==> src/rtl/knn_pkg.sv <==
// Shared types and constants for the k-nearest-neighbour top-K sorter.
package knn_pkg;

  localparam int KNN_DIST_W = 18;
  localparam int KNN_IDX_W  = 10;
  localparam int KNN_K      = 4;

  typedef enum logic [1:0] {
    ST_IDLE    = 2'd0,
    ST_COLLECT = 2'd1,
    ST_DRAIN   = 2'd2
  } state_t;

  typedef struct packed {
    logic                  filled;
    logic [KNN_DIST_W-1:0] distance;
    logic [KNN_IDX_W-1:0]  index;
  } slot_t;

  // An empty slot sits at the farthest possible distance.
  localparam logic [KNN_DIST_W-1:0] EMPTY_DIST = '1;
  localparam slot_t EMPTY_SLOT = '{filled: 1'b0, distance: EMPTY_DIST, index: '0};

endpackage

==> src/rtl/knn_sort_cell.sv <==
// One slot of the sorted insertion register. A slot takes the upstream
// entry when the new sample was inserted above it (shift down), otherwise
// takes the new sample when it is empty or strictly farther away.
module knn_sort_cell
  import knn_pkg::*;
(
  input  logic  clk,
  input  logic  rst,
  input  logic  clr,
  input  logic  ins_en,
  input  slot_t new_entry,
  input  slot_t up_entry,
  input  logic  up_ins,
  output slot_t entry,
  output logic  ins_out
);

  logic qualify;

  // Strict less-than keeps the earlier sample ahead on ties.
  always_comb begin
    qualify = !entry.filled || (new_entry.distance < entry.distance);
    ins_out = up_ins || qualify;
  end

  // Slot register: cleared by reset or query start, updated on insertion.
  always_ff @(posedge clk or negedge rst) begin
    if (!rst) begin
      entry <= EMPTY_SLOT;
    end else if (clr) begin
      entry <= EMPTY_SLOT;
    end else if (ins_en) begin
      if (up_ins) begin
        entry <= up_entry;
      end else if (qualify) begin
        entry <= new_entry;
      end
    end
  end

endmodule

==> src/rtl/knn_topk_sorter.sv <==
// Keeps the K smallest distances of a query in a sorted slot chain and
// streams them out in rank order once NUM_TRAIN samples have arrived.
module knn_topk_sorter
  import knn_pkg::*;
#(
  parameter int K         = KNN_K,
  parameter int NUM_TRAIN = 1024,
  parameter int DIST_W    = KNN_DIST_W,
  parameter int IDX_W     = KNN_IDX_W,
  localparam int RANK_W   = (K > 1) ? $clog2(K) : 1
) (
  input  logic              clk,
  input  logic              rst,
  input  logic              start,
  input  logic [DIST_W-1:0] distance,
  input  logic              valid,
  output logic              busy,
  output logic              out_valid,
  output logic [RANK_W-1:0] out_rank,
  output logic [IDX_W-1:0]  out_index,
  output logic [DIST_W-1:0] out_distance,
  output logic              out_filled,
  output logic              done
);

  // Drain counter runs 0..K; the value K is the done cycle.
  localparam int DCNT_W = $clog2(K + 1);

  state_t              state_q, state_d;
  logic [IDX_W-1:0]    cnt_q;
  logic [DCNT_W-1:0]   dcnt_q;
  logic                accept, last, drain_end;
  slot_t               new_entry, sel_entry;
  slot_t               entry    [K];
  slot_t               up_entry [K];
  logic                ins_chain [K+1];

  assign accept    = (state_q == ST_COLLECT) && valid && !start;
  assign last      = accept && (cnt_q == IDX_W'(NUM_TRAIN - 1));
  assign drain_end = (state_q == ST_DRAIN) && (dcnt_q == DCNT_W'(K));
  assign busy      = (state_q != ST_IDLE);
  assign new_entry = '{filled: 1'b1, distance: distance, index: cnt_q};
  assign ins_chain[0] = 1'b0;

  // Slot chain: cell 0 is the nearest neighbour; ins_chain[K] flags that
  // the new sample lands somewhere in the list at all.
  for (genvar g = 0; g < K; g++) begin : g_cell
    if (g == 0) begin : g_head
      assign up_entry[g] = new_entry;
    end else begin : g_body
      assign up_entry[g] = entry[g-1];
    end
    knn_sort_cell u_cell (
      .clk       (clk),
      .rst       (rst),
      .clr       (start),
      .ins_en    (accept && ins_chain[K]),
      .new_entry (new_entry),
      .up_entry  (up_entry[g]),
      .up_ins    (ins_chain[g]),
      .entry     (entry[g]),
      .ins_out   (ins_chain[g+1])
    );
  end

  // State register.
  always_ff @(posedge clk or negedge rst) begin
    if (!rst) state_q <= ST_IDLE;
    else      state_q <= state_d;
  end

  // Next-state logic; start restarts the query from any state.
  always_comb begin
    state_d = state_q;
    if (start) begin
      state_d = ST_COLLECT;
    end else begin
      unique case (state_q)
        ST_IDLE:    state_d = ST_IDLE;
        ST_COLLECT: if (last) state_d = ST_DRAIN;
        ST_DRAIN:   if (drain_end) state_d = ST_IDLE;
        default:    state_d = ST_IDLE;
      endcase
    end
  end

  // Sample index counter.
  always_ff @(posedge clk or negedge rst) begin
    if (!rst)        cnt_q <= '0;
    else if (start)  cnt_q <= '0;
    else if (accept) cnt_q <= cnt_q + 1'b1;
  end

  // Drain rank counter, held at zero outside DRAIN.
  always_ff @(posedge clk or negedge rst) begin
    if (!rst)                                 dcnt_q <= '0;
    else if (start || state_q != ST_DRAIN)    dcnt_q <= '0;
    else if (!drain_end)                      dcnt_q <= dcnt_q + 1'b1;
  end

  // Select the slot addressed by the drain counter.
  always_comb begin
    sel_entry = EMPTY_SLOT;
    for (int i = 0; i < K; i++) begin
      if (dcnt_q == DCNT_W'(i)) sel_entry = entry[i];
    end
  end

  // Registered output stream and done pulse.
  always_ff @(posedge clk or negedge rst) begin
    if (!rst) begin
      out_valid    <= 1'b0;
      out_rank     <= '0;
      out_index    <= '0;
      out_distance <= '0;
      out_filled   <= 1'b0;
      done         <= 1'b0;
    end else begin
      out_valid <= 1'b0;
      done      <= 1'b0;
      if (!start && state_q == ST_DRAIN) begin
        if (drain_end) begin
          done <= 1'b1;
        end else begin
          out_valid    <= 1'b1;
          out_rank     <= dcnt_q[RANK_W-1:0];
          out_index    <= sel_entry.index;
          out_distance <= sel_entry.distance;
          out_filled   <= sel_entry.filled;
        end
      end
    end
  end

endmodule

==> config.mk <==
export PLATFORM = sky130hd
export DESIGN_NAME = knn_topk_sorter
export DESIGN_NICKNAME = d
export VERILOG_FILES = /design/src/rtl/knn_pkg.sv /design/src/rtl/knn_sort_cell.sv /design/src/rtl/knn_topk_sorter.sv
export SDC_FILE = /design/constraint.sdc
export NUM_CORES = 1
export LEC_CHECK = 0
export BUFFER_PORTS_ARGS = -buffer_cell sky130_fd_sc_hd__buf_2
export CORE_AREA = 2 2 193 195
export CTS_CLUSTER_SIZE = 12
export DETAILED_ROUTE_END_ITERATION = 8
export DIE_AREA = 0 0 195 197
export GPL_TIMING_DRIVEN = 1
export PLACE_DENSITY = 0.42
export SYNTH_ARGS = -nofsm -noshare
export SYNTH_HDL_FRONTEND = slang
export SYNTH_HIERARCHICAL = 1
export SYNTH_SLANG_ARGS = --single-unit
==> constraint.sdc <==
create_clock -name clk -period 6.89 [get_ports clk]
set_clock_uncertainty 0.2 [all_clocks]
set_input_delay 0.3445 -clock clk [delete_from_list [all_inputs] [get_ports clk]]
set_output_delay 0.3445 -clock clk [all_outputs]
set_load 0.02 [all_outputs]
==> qor.yml <==
hold_viol: 0
synth.cell_area_um2: 10700
port_buffers: 55
clock_latency_ns: 0.45
drt-initial-drc-count: 573
place_congestion: 0.768
die_y_um: 197
setup_slack_ns: 1.93
yosys-top-cells-count: "113 x inv_1, 92 x dfrtp_1, 80 x nand2_1"
synth_edf_count: 0
rsz0062_at_grt: "no"
hold_depth: 3
n_fill_cell: 3748
synth_warnings: 6
synth.most_common_cell: "inv_1"
track_usage_pct: 18.2
whs_endpoint: "g_cell[0].u_cell/entry[10]$_DFFE_PN1P_"
routedWlPerCell_um: 21.0
rr_worst_depth: 18
die_w_um: 195
crit_arrival_ns: 5.13
drt-total-wl_um: 33300
max-cap-violations: 0
diodes: 0
ant_nets: 0
tightest_slew_ns: 1.07
post-route-period-util_pct: 72.0
synthFlopType: "dfrtp_1"
cts_tree: "done"
crit_fanout: 17
htreeDepth: 4
maxSlewViolCount: 0
synth_top_area_share_pct: 21.5
holdCritPathClass: "primary input to flop"
drtPass1Iterations: 5
synth_cell_types: 50
grt_start_max_net_pins: 75
r2r_slack_ns: 1.93
ir_worst_vdd_v: 0.000168
clk_pin_slew_ns: 0.07
yosysTopAreaCell: "dfrtp_1"
combPwrFrac_pct: 9.4
seq_area_frac_synth_pct: 39.1
ys_top_cells_by_area: "dfrtp_1 21%, dfstp_2 18%, ha_1 8.6%, mux2i_1 7.1%, a2bb2oi_1 5.2%"
clock-sinks: 164
vias: 8027
setup-violations-final: 0
grt_overflow: 0
antenna_found_initial: 0
numCtsBuffers: 17
outcome: "finished, final reports clean"
cts_max_path_buffers: 2
core_area_um2: 36300
end_kind: "flop"
io_pins: 56
cp.required_ns: 7.06
critical_path_class: "flop to flop"
internal_power_uw: 1630
slew_headroom_pct: 28.8
power_frac_clock_pct: 45.7
synth-seq-cells: 164
slowest_stage: "a2111oi_4"
pre_cts_ws_ns: 1.96
fin_crit_ns: 4.96
die-area_um2: 38400
initial_core_util_pct: 29.6
worstSetupStartpointType: "flop"
switchingPower_uw: 598
power_frac_seq_pct: 44.9
nNetsFinal: 1195
drive_above_1_share_pct: 25.4
drc: 0
cts-root-buf: "clkbuf_16"
cp_cell_sequence: "inv_1 > ha_1 > a21oi_1 > o21ai_0 > a21oi_2 > o21ai_2 > o21ai_4 > nor2b_1 > o21ai_4 > nor2b_1 > o21ai_4 > nor2b_1 > o21ai_0 > nor3b_2 > nand2b_1 > a2111oi_4 > buf_4 > o2bb2ai_1"
rr_endpoint: "g_cell[0].u_cell/entry[2]$_DFFE_PN0P_"
max_stage_delay_ns: 0.86
syn2layout_area_growth_pct: 12.5
syn_inst: 1057
ys_async_sr_fraction_pct: 100
r2r-start: "g_cell[0].u_cell/entry[27]$_DFFE_PN1P_"
dp_hpwl_um: 22200
rows: 70
holdCritStartpoint: "distance[0]"
viasPerCell: 5.08
setup_tns_ns: 0
grt_first_pass_wirelength_um: 52600
grt_pass1_vias: 8129
timing.fmax_ghz: 0.202
power_density_nw_per_um2: 185
post-cts-setup-buffers: 0
swShare_pct: 26.8
synth.avg_cell_area_um2: 10.1
p_leak_uw: 0.00581
per-layer routing:
metal,GRT usage (%),wire (µm)
met2,27.2,14400
met5,0,0
met4,4.33,338
met3,2.93,1090
met1,27.2,17400
area by class of cell:
type	count	area (µm²)	area share, %
Multi-Input combinational cell	730	5840	48.4
Sequential cell	164	4190	34.7
Tap cell	468	586	4.85
Inverter	114	433	3.59
Clock buffer	18	429	3.56
Timing Repair Buffer	72	412	3.41
Clock inverter	14	181	1.50
worst max-delay path, delay by kind of cell (launching register included):
kind / cells / cell delay (ns)
flops: 1 / 0.56
buf+inv: 2 / 0.46
fa+ha+maj: 1 / 0.32
simple gates: 5 / 1.34
compound gates: 10 / 1.99
through the flow:
stage / std cells / area [µm²] / hold WS, ns / util [%] / total power (µW)
after floorplan: 1064 / 10800 / -0.151 / - / 1130
after global placement: 1547 / 11500 / 0.263 / 31.6 / 1230
after detailed placement: 1547 / 11500 / 0.271 / 31.6 / 1230
after CTS: 1580 / 12100 / 0.0464 / 33.3 / 2260
after global routing: 1580 / 12100 / 0.0710 / 33.3 / 2330
final: 1580 / 12100 / 0.0690 / 33.3 / 2230
layout by cell type, fill, tap and decap left out, types with 8 or more instances in the layout:
cell type	Yosys	routed
nor2b_1	22	22
nor3b_1	19	18
o2bb2ai_1	36	36
a21oi_1	53	53
o311ai_0	18	18
a2bb2oi_2	8	8
buf_2	18	54
a32oi_1	9	9
a21oi_2	17	17
inv_1	113	113
conb_1	2	9
dfstp_2	72	72
buf_4	0	16
mux2i_1	76	76
o21ai_0	46	43
dfrtp_1	92	92
o2bb2ai_2	8	8
o21ai_1	22	22
nand2b_1	18	18
nor2_1	33	32
ha_1	74	71
nand2_1	80	80
a2bb2oi_1	64	64
mux2_2	40	40
clkbuf_16	0	17
nand4_1	14	14
repair_timing:
item / CTS / global route
hold buffers: 1 / 0
hold endpoints to repair: 37 / 0
resized for setup: 0 / 0
endpoints found under the setup margin: 0 / 0
kinds of logic after synthesis:
family                     after synthesis  synth area share [%]
adders and majority gates               74                  8.63
DFF                                    164                  39.1
buffers and inverters                  170                  7.19
other                                    2                0.0700
xor gates and xnor gates                 9                 0.735
muxes                                  116                  11.3
and+or+nand+nor                        219                  10.8
AOI/OAI and AO/OA                      303                  22.2
power by group through the flow:
stage          combinational (µW)  sequential, µW  clock [µW]
2_1_floorplan                 122            1010           0
3_3_place_gp                  210            1020           0
3_5_place_dp                  209            1020           0
4_1_cts                       211            1000        1050
5_1_grt                       235            1000        1090
6_report                      210            1000        1020
state kept, by name, indices dropped and copies added (netlist names), 2 cells and up:
signal	count
g_cell.u_cell/entry	116
out_distance	18
cnt_q	10
out_index	10
dcnt_q	3
out_rank	2
state_q	2
worst max-delay path by stage:
stage,startpoint,to,slack (ns),cells after the start
2_1_floorplan,g_cell[0].u_cell/entry[19]$_DFFE_PN1P_,g_cell[0].u_cell/entry[7]$_DFFE_PN0P_,2.24,18
3_3_place_gp,g_cell[0].u_cell/entry[27]$_DFFE_PN1P_,g_cell[1].u_cell/entry[1]$_DFFE_PN0P_,1.98,18
3_5_place_dp,g_cell[0].u_cell/entry[27]$_DFFE_PN1P_,g_cell[0].u_cell/entry[2]$_DFFE_PN0P_,1.96,18
4_1_cts,g_cell[0].u_cell/entry[27]$_DFFE_PN1P_,g_cell[0].u_cell/entry[2]$_DFFE_PN0P_,1.91,18
5_1_grt,g_cell[0].u_cell/entry[19]$_DFFE_PN1P_,g_cell[0].u_cell/entry[5]$_DFFE_PN0P_,1.56,18
6_report,g_cell[0].u_cell/entry[27]$_DFFE_PN1P_,g_cell[0].u_cell/entry[2]$_DFFE_PN0P_,1.93,18
(Power assumes the default switching activity.)
